--- src/rtl/bus_arbiter.sv ---
// bus_arbiter: round-robin arbiter for COUNT bus sources.
//
// Drives a registered one-hot enable vector straight into the bus mux, so
// at most one source ever drives the bus. The current owner keeps the grant
// for as long as it keeps requesting. When it drops its request, the grant
// passes on the same edge to the next requester in round-robin order.
//
// Optional macro BUS_ARB_TIMEOUT_EN: when defined, an owner that has held
// the bus for MAX_HOLD consecutive cycles is forced to give it up, but only
// if another source is waiting.
//
// Ports:
//   clk         system clock; all state changes on posedge
//   reset       synchronous, active-high reset
//   req         per-source request, bit i = source i
//   enable      registered one-hot grant (or all-zero)
//   grant_index 0 when idle, otherwise granted source + 1
//   busy        high while any grant is active (== |enable)
module bus_arbiter #(
    parameter int COUNT    = 8,
    parameter int MAX_HOLD = 16,
    localparam int ENC_WIDTH = $clog2(COUNT + 1)
) (
    input  logic                 clk,
    input  logic                 reset,
    input  logic [COUNT-1:0]     req,
    output logic [COUNT-1:0]     enable,
    output logic [ENC_WIDTH-1:0] grant_index,
    output logic                 busy
);
    localparam int IDX_W = $clog2(COUNT);

    typedef enum logic {IDLE, GRANT} state_t;

    state_t           state, state_nxt;
    logic [IDX_W-1:0] owner, owner_nxt;
    logic [IDX_W-1:0] rr_ptr, rr_ptr_nxt;
    logic [COUNT-1:0] mask;
    logic             win_found;
    logic [IDX_W-1:0] win_idx;
    logic             take;
    logic             timeout;

`ifdef BUS_ARB_TIMEOUT_EN
    localparam int HOLD_W = (MAX_HOLD > 1) ? $clog2(MAX_HOLD) : 1;
    localparam logic [HOLD_W-1:0] HOLD_LAST = HOLD_W'(MAX_HOLD - 1);
    logic [HOLD_W-1:0] hold_cnt, hold_cnt_nxt;
`endif

    // The owner is always masked out of the search. A held owner never
    // reaches the search. A dropped owner has req=0 anyway. A timed-out
    // owner must be skipped even if it is still requesting.
    always_comb begin
        mask = req;
        if (state == GRANT)
            mask[owner] = 1'b0;
    end

    // Round-robin search: start at rr_ptr and wrap around modulo COUNT.
    always_comb begin
        win_found = 1'b0;
        win_idx   = '0;
        for (int k = 0; k < COUNT; k++) begin
            int idx;
            idx = int'(rr_ptr) + k;
            if (idx >= COUNT)
                idx = idx - COUNT;
            if (!win_found && mask[idx]) begin
                win_found = 1'b1;
                win_idx   = IDX_W'(idx);
            end
        end
    end

`ifdef BUS_ARB_TIMEOUT_EN
    assign timeout = (state == GRANT) && (hold_cnt == HOLD_LAST) && win_found;
`else
    assign timeout = 1'b0;
`endif

    always_comb begin
        state_nxt  = state;
        owner_nxt  = owner;
        rr_ptr_nxt = rr_ptr;
        take       = 1'b0;
        case (state)
            IDLE: begin
                if (win_found)
                    take = 1'b1;
            end
            GRANT: begin
                if (!(req[owner] && !timeout)) begin
                    if (win_found)
                        take = 1'b1;
                    else
                        state_nxt = IDLE;
                end
            end
            default: state_nxt = IDLE;
        endcase
        if (take) begin
            state_nxt  = GRANT;
            owner_nxt  = win_idx;
            rr_ptr_nxt = (int'(win_idx) == COUNT - 1) ? '0 : win_idx + 1'b1;
        end
    end

`ifdef BUS_ARB_TIMEOUT_EN
    // Counts the cycles of the current grant. It saturates, so an owner with
    // no competitors never wraps the counter back to zero.
    always_comb begin
        hold_cnt_nxt = '0;
        if (state_nxt == GRANT && !take)
            hold_cnt_nxt = (hold_cnt == HOLD_LAST) ? hold_cnt : hold_cnt + 1'b1;
    end
`endif

    always_ff @(posedge clk) begin
        if (reset) begin
            state       <= IDLE;
            owner       <= '0;
            rr_ptr      <= '0;
            enable      <= '0;
            grant_index <= '0;
            busy        <= 1'b0;
`ifdef BUS_ARB_TIMEOUT_EN
            hold_cnt    <= '0;
`endif
        end else begin
            state  <= state_nxt;
            owner  <= owner_nxt;
            rr_ptr <= rr_ptr_nxt;
            if (state_nxt == GRANT) begin
                enable      <= COUNT'(1) << owner_nxt;
                grant_index <= ENC_WIDTH'(owner_nxt) + 1'b1;
                busy        <= 1'b1;
            end else begin
                enable      <= '0;
                grant_index <= '0;
                busy        <= 1'b0;
            end
`ifdef BUS_ARB_TIMEOUT_EN
            hold_cnt <= hold_cnt_nxt;
`endif
        end
    end
endmodule
--- config.mk ---
export PLATFORM = sky130hd
export DESIGN_NAME = bus_arbiter
export DESIGN_NICKNAME = d
export VERILOG_FILES = /design/src/rtl/bus_arbiter.sv
export SDC_FILE = /design/constraint.sdc
export NUM_CORES = 1
export LEC_CHECK = 0
export CAP_MARGIN = 20
export CORE_MARGIN = 2
export CORE_UTILIZATION = 40
export CTS_CLUSTER_SIZE = 40
export DETAILED_ROUTE_END_ITERATION = 12
export PLACE_DENSITY_LB_ADDON = 0.3
export SETUP_SLACK_MARGIN = 0.5
export SYNTH_ARGS = -nofsm -noshare
export SYNTH_HDL_FRONTEND = slang
export SYNTH_SLANG_ARGS = --single-unit
--- constraint.sdc ---
create_clock -name clk -period 4.7 [get_ports clk]
set_input_delay 0.94 -clock clk [delete_from_list [all_inputs] [get_ports clk]]
set_output_delay 0.94 -clock clk [all_outputs]
set_load 0.05 [all_outputs]
# Word level (Yosys, flattened, before mapping)
# Cells that the tools add are included.
dict set report classes {
  add_sub_neg 17
  multipliers 0
  n_div 0
  magnitude_cmp 18
  eq_ne 1
  n_shift 1
  mux 62
  bitwise_logic 4
  reduce_logical 16
}
# cell count
set ops {}
lappend ops {{32-bit by 5-bit < comparator with 1-bit output (second input constant)} 8}
lappend ops {{32-bit two-way mux} 8}
lappend ops {{4-bit by 4-bit subtractor with 5-bit output (second input constant)} 7}
lappend ops {{1-bit two-way mux} 32}
lappend ops {{3-bit two-way mux} 10}
lappend ops {{4-bit >= comparator (second input constant)} 7}
lappend ops {{1-bit binary-select mux with 3-bit select} 9}
lappend ops {{3-bit by 3-bit adder with 4-bit output (second input constant)} 4}
lappend ops {{3-bit by 1-bit adder with 4-bit output (second input constant)} 2}
lappend ops {{3-bit by 2-bit adder with 4-bit output (second input constant)} 2}
lappend ops {{8-bit AND} 1}
lappend ops {{1-bit logical AND} 8}
lappend ops {{8-bit two-way mux} 1}
lappend ops {{8-bit inverter} 1}
lappend ops {{1-bit by 3-bit left shift with 8-bit output (first input constant)} 1}
lappend ops {{1-bit zero test} 7}
lappend ops {{3-bit by 4-bit subtractor with 5-bit output (second input constant)} 1}
lappend ops {{3-bit by 4-bit >= comparator with 1-bit output (second input constant)} 1}
lappend ops {{3-bit by 4-bit < comparator with 1-bit output (second input constant)} 1}
lappend ops {{3-bit by 1-bit adder with 3-bit output (second input constant)} 1}
lappend ops {{1-bit demux with 3-bit select} 1}
lappend ops {{3-bit by 1-bit == test with 1-bit output (second input constant)} 1}
lappend ops {{3-bit by 1-bit >= comparator with 1-bit output (second input constant)} 1}
lappend ops {{1-bit inverter} 2}
lappend ops {{other kinds (2)} 2}
dict set report totals {
  reg_bits 20
  latch_bits 0
  mem_bits_rw 0
  romBits 0
  in_bits 10
  word_cells 125
  n_memories 0
}

# Depth between registers and ports, before layout
dict set report depth {
  ltp_word 38
  depth_mapped 17
  ltp_nobuf 13
}

# Worst setup path before layout
# No wires, ideal clock.
dict set report synth_path {
  path_type {register -> register}
  start {register rr_ptr[1]}
  end {register grant_index[2]}
  setup_time_ps 72
  arrival_time_ps 3896
  required_ps 4628
  setup_slack_ps 733
  stages_incl_launch_ff 18
  path_buffers 4
  period_less_slack_ps 3967
  cell_sequence {dfxtp_1 > clkbuf_1 > clkbuf_1 > inv_1 > ha_1 > buf_2 > buf_2 > nand2_1 > o22a_1 > mux4_2 > a32oi_4 > nor3_4 > a31oi_4 > mux2i_2 > inv_1 > ha_1 > nand2b_1 > mux2i_1}
}
# element line_no
set synth_lines {}
lappend synth_lines {{from (decl)} 37} ;# logic [IDX_W-1:0] rr_ptr, rr_ptr_nxt;
lappend synth_lines {{from (signal assigned)} 132} ;# rr_ptr <= rr_ptr_nxt;
lappend synth_lines {{branches (longest 30 deep; another with 4-bit by 4-bit subtractor with 5-bit output)} --}
lappend synth_lines {{3-bit two-way mux *} 101} ;# if (take) begin
lappend synth_lines {{net owner_nxt[0]} 36} ;# logic [IDX_W-1:0] owner, owner_nxt;
lappend synth_lines {{3-bit by 1-bit adder with 4-bit output *} 135} ;# grant_index <= ENC_WIDTH'(owner_nxt) + 1'b1;
lappend synth_lines {{to (signal assigned)} 135}
lappend synth_lines {{to (decl)} 28} ;# output logic [ENC_WIDTH-1:0] grant_index,
# Mark *: on every way through the listed nets, which the timed path passes. The select of a mux whose other input is x is not followed.
# A chain may end at the register's enable or synchronous reset.

# Worst setup path in the final report
dict set report layout_path {
  start {input req[6]}
  end {register grant_index[2]}
}
# element line_no
set layout_lines {}
lappend layout_lines {{from (decl)} 26} ;# input logic [COUNT-1:0] req,
lappend layout_lines {{8-bit AND (no line)} --}
lappend layout_lines {{8-bit two-way mux} 55} ;# if (state == GRANT)
lappend layout_lines {{1-bit binary-select mux with 3-bit select} 68} ;# if (!win_found && mask[idx]) begin
lappend layout_lines {{1-bit two-way mux (implied by the code) (2 in series)} 68}
lappend layout_lines {{1-bit two-way mux} 68}
lappend layout_lines {{1-bit zero test} 68}
lappend layout_lines {{1-bit logical AND} 68}
lappend layout_lines {{1-bit two-way mux} 68}
lappend layout_lines {{[... 16 more ...]} --}
lappend layout_lines {{1-bit logical AND} 68}
lappend layout_lines {{1-bit two-way mux} 68}
lappend layout_lines {{1-bit two-way mux} {88, 93}}
lappend layout_lines {{1-bit two-way mux} 92} ;# if (!(req[owner] && !timeout)) begin
lappend layout_lines {{1-bit one-hot mux with 2 select lines} 86} ;# case (state)
lappend layout_lines {{3-bit two-way mux *} 101}
lappend layout_lines {{net owner_nxt[0]} 36}
lappend layout_lines {{3-bit by 1-bit adder with 4-bit output *} 135}
# Mark *: on every way through the listed nets, which the timed path passes. The rest lies on a longest branch. The select of a mux whose other input is x is not followed.

==> results.json <==
{
  "crit_chain": "clkdlybuf4s50_1, mux2i_1, a21o_1, mux4_2, a32oi_4, nor3_4, a31oi_4, mux2i_2, inv_1, ha_1, nand2b_1, mux2i_1",
  "syn-instance-count": 276,
  "cp_data_required_time_ns": 4.88,
  "critPathTopFamily": "multiplexers",
  "ys_seq_elements": 19,
  "globalRouteTotalUtil_pct": 21.97,
  "grt_pass1_wl_mm": 11.43,
  "routed-via-count": 2482,
  "run_status": "completed",
  "reg2regPathDepth": 11,
  "synth_area_um2": 2426,
  "yosysWarningCount": 0,
  "r2r-start": "owner[1]",
  "root_buffer": "clkbuf_8",
  "flow.area_growth_from_synthesis_pct": 11.35,
  "critical_path.n_buffers_inverters": 2,
  "vias_per_instance": 6.856,
  "grt_start_max_net_pins": 27,
  "num-fill-cells": 592,
  "worstPathArrival_ns": 4.12,
  "postSynthAreaPerCell_um2": 8.790,
  "synth_area_leader_cell": "dfxtp_1",
  "holdBufCountCts": 0,
  "timing.critical_path.slowest_cell_delay_ns": 0.65,
  "nNetsFinal": 305,
  "finalCritPeriodShare_pct": 83.93,
  "clkSlewWorstSetupHoldPaths_ns": 0.06,
  "totalPowerFinal_mw": 2.230,
  "post-route-drc-count": 0,
  "io_buffer_count": 22,
  "p_leak_nw": 1.051,
  "critical_path_maximum_fanout": 7,
  "initial_utilization_pct": 41.22,
  "timing.final.setup_violations": 0,
  "rsz_0062_raised_after_global_routing": "false",
  "place_ws_ns": 0.5804,
  "cts.repair_timing.setup_buffer_count": 0,
  "hold_depth": 3,
  "final.setup_skew_ns": 0.001022,
  "first_global_vias": 2261,
  "drtPass1Iterations": 5,
  "synth_enable_flop_cells": 0,
  "post_layout_nonfiller_instances": 362,
  "max-cap-violations": 0,
  "floorplan.rows": 28,
  "post_route_cells_drive_above_1_share_pct": 14.29,
  "post_synth_num_cell_types": 83,
  "critical_path.reg2reg.endpoint": "grant_index[2]",
  "detail_route.iter0.violations": 321,
  "worst_path_max_delay_cell": "clkdlybuf4s50_1",
  "synth_top_area_share_pct": 15.68,
  "globalRouteOverflowTotal": 0,
  "clock.fmax_mhz": 253.5,
  "holdCritStartpoint": "rr_ptr[1]",
  "post_drt_wl_per_cell_um": 19.80,
  "start_kind": "primary input",
  "post_cts_resized": 0,
  "synthArstFlopShare_pct": 0,
  "postRouteWirelength_mm": 7.168,
  "fp.dieArea_um2": 6704,
  "placed_cells": 358,
  "p_per_area_nw_per_um2": 825.7,
  "reg2reg_slack_ns": 0.81,
  "synth_flop_cell": "dfxtp_1",
  "clk_path_buf_depth": 2,
  "postLayoutSetupSlackWorst_ns": 0.7552,
  "cts_sinks": 19,
  "n_antenna_cell": 0,
  "ant_nets": 0,
  "cts_tree": "yes",
  "critical_path.endpoint_type": "register",
  "synth_top_cells_by_area": "dfxtp_1 (16%), mux4_2 (7.4%), nand2_1 (4.3%)",
  "floorplan_die_width_um": 81.88,
  "period_minus_slack_ns": 3.945,
  "synth_seq_area_share_pct": 15.68,
  "finalHoldViolations": 0,
  "cp_common_cell": "mux2i_1",
  "timing.final.max_slew_violations": 0,
  "clock_latency_ns": 0.25,
  "gpl.final_weighted_congestion": 0.9636,
  "worst_hold_path.endpoint": "rr_ptr[1]",
  "timing.max_slew.rel_slack_pct": 44.91,
  "fp.coreArea_um2": 5886,
  "timing.setup.critical_path_class": "in2reg",
  "cts.htree.levels": 1,
  "number_of_antenna_violations_at_the_first_check_in_global_routing": 0,
  "accumulated_negative_setup_slack_ns": 0,
  "min_path_type": "reg2reg",
  "floorplan.die.height_um": 81.88,
  "hpwl_mm": 5.362,
  "peakVddDrop_mv": 0.3282,
  "numCtsBuffers": 3,
  "mappedNetlistNets": 293,
  "pin_count": 23,
  "tightest_slew_ns": 0.8253
}
cell families after synthesis:
logic type                 synth area share [%]
AOI/OAI and AO/OA                         34.76
buffers and inverters                     6.550
DFF                                       15.68
xor gates and xnor gates                  2.837
adders and majority gates                 3.610
muxes                                     11.76
and+or+nand+nor                           24.81
state kept, by name (all words and copies together) (netlist names):
| register | cells |
|---|---|
| busy | 1 |
| enable | 8 |
| grant_index | 4 |
| owner | 3 |
| rr_ptr | 3 |
synthesized netlist by cell type, types with 5 or more instances:
| cell type | number |
|---|---|
| nand2_1 | 28 |
| dfxtp_1 | 19 |
| nor2_1 | 14 |
| and3_1 | 9 |
| o22ai_1 | 9 |
| a21oi_1 | 8 |
| clkbuf_1 | 8 |
| mux2i_1 | 8 |
| mux4_2 | 8 |
| nand2b_1 | 8 |
| ha_1 | 7 |
| nand3_1 | 7 |
| o22a_1 | 7 |
| inv_1 | 6 |
| o221ai_1 | 6 |
| buf_6 | 5 |
| nor3_1 | 5 |
| o211ai_1 | 5 |
metal layers:
metal	part of all wire, %	track usage, %	vias up
met4	4.5	9.667	0
met5	0	0	-
met1	44	29.88	1190
met3	6.7	2.967	32
met2	45	34.55	129
li1	-	-	1131
worst reg2reg max path: cells and delay by family (launching register included):
family	cells	cell delay, ns
fa+ha+maj	1	0.25
compound gates	4	1.08
buf+inv	1	0.11
flops	1	0.86
mux	2	0.45
simple gates	3	1.09
layout make-up:
class / count / area [µm²] / share of cell area [%]
clock buffers: 4 / 45.04 / 1.667
inverters: 8 / 30.03 / 1.112
multi-input cells: 228 / 1887 / 69.85
flip-flops and latches: 19 / 380.4 / 14.08
well taps: 75 / 93.84 / 3.474
repair buffers: 28 / 265.3 / 9.819
report_power, final:
group          total (mW)  switching (mW)  internal (mW)
Combinational        1.83            1.09          0.736
Sequential          0.296          0.0793          0.217
Clock               0.107          0.0469         0.0601
Total                2.23            1.22           1.01
per-stage QoR:
| stage | hold WS [ns] | cell area (µm²) | utilization [%] |
|---|---|---|---|
| 6_report | 0.7220 | 2701 | 45.90 |
| 5_1_grt | 0.7627 | 2701 | 45.90 |
| 4_1_cts | 0.7205 | 2701 | 45.90 |
| 2_1_floorplan | 0.7602 | 2426 | - |
| 3_5_place_dp | 0.7124 | 2656 | 45.13 |
| 3_3_place_gp | 0.7049 | 2656 | 45.13 |
cell usage in the layout (no fill, tap or decap), types with 4 or more instances in the layout:
master           count
o211a_1              4
o221ai_1             6
nand2b_1             8
and3_1               9
o21ai_0              4
buf_4                6
nor3_1               5
inv_1                6
o22ai_1              9
nand2_1             28
ha_1                 7
dfxtp_1             19
mux4_2               8
nor2_1              14
clkdlybuf4s50_1     22
o22a_1               7
a211oi_1             4
nand3_1              7
o32ai_1              4
o211ai_1             5
a21oi_1              8
mux2i_1              8
worst max-delay path by stage:
stage	startpoint	endpoint	slack [ns]	cells after the start
after floorplan	rr_ptr[1]	grant_index[2]	0.73	17
after global placement	req[6]	grant_index[2]	0.64	12
after detailed placement	req[6]	grant_index[2]	0.58	12
after CTS	req[6]	grant_index[2]	0.83	12
after global routing	owner[1]	grant_index[2]	0.52	11
final	req[6]	grant_index[2]	0.76	12
(Power assumes the default switching activity.)
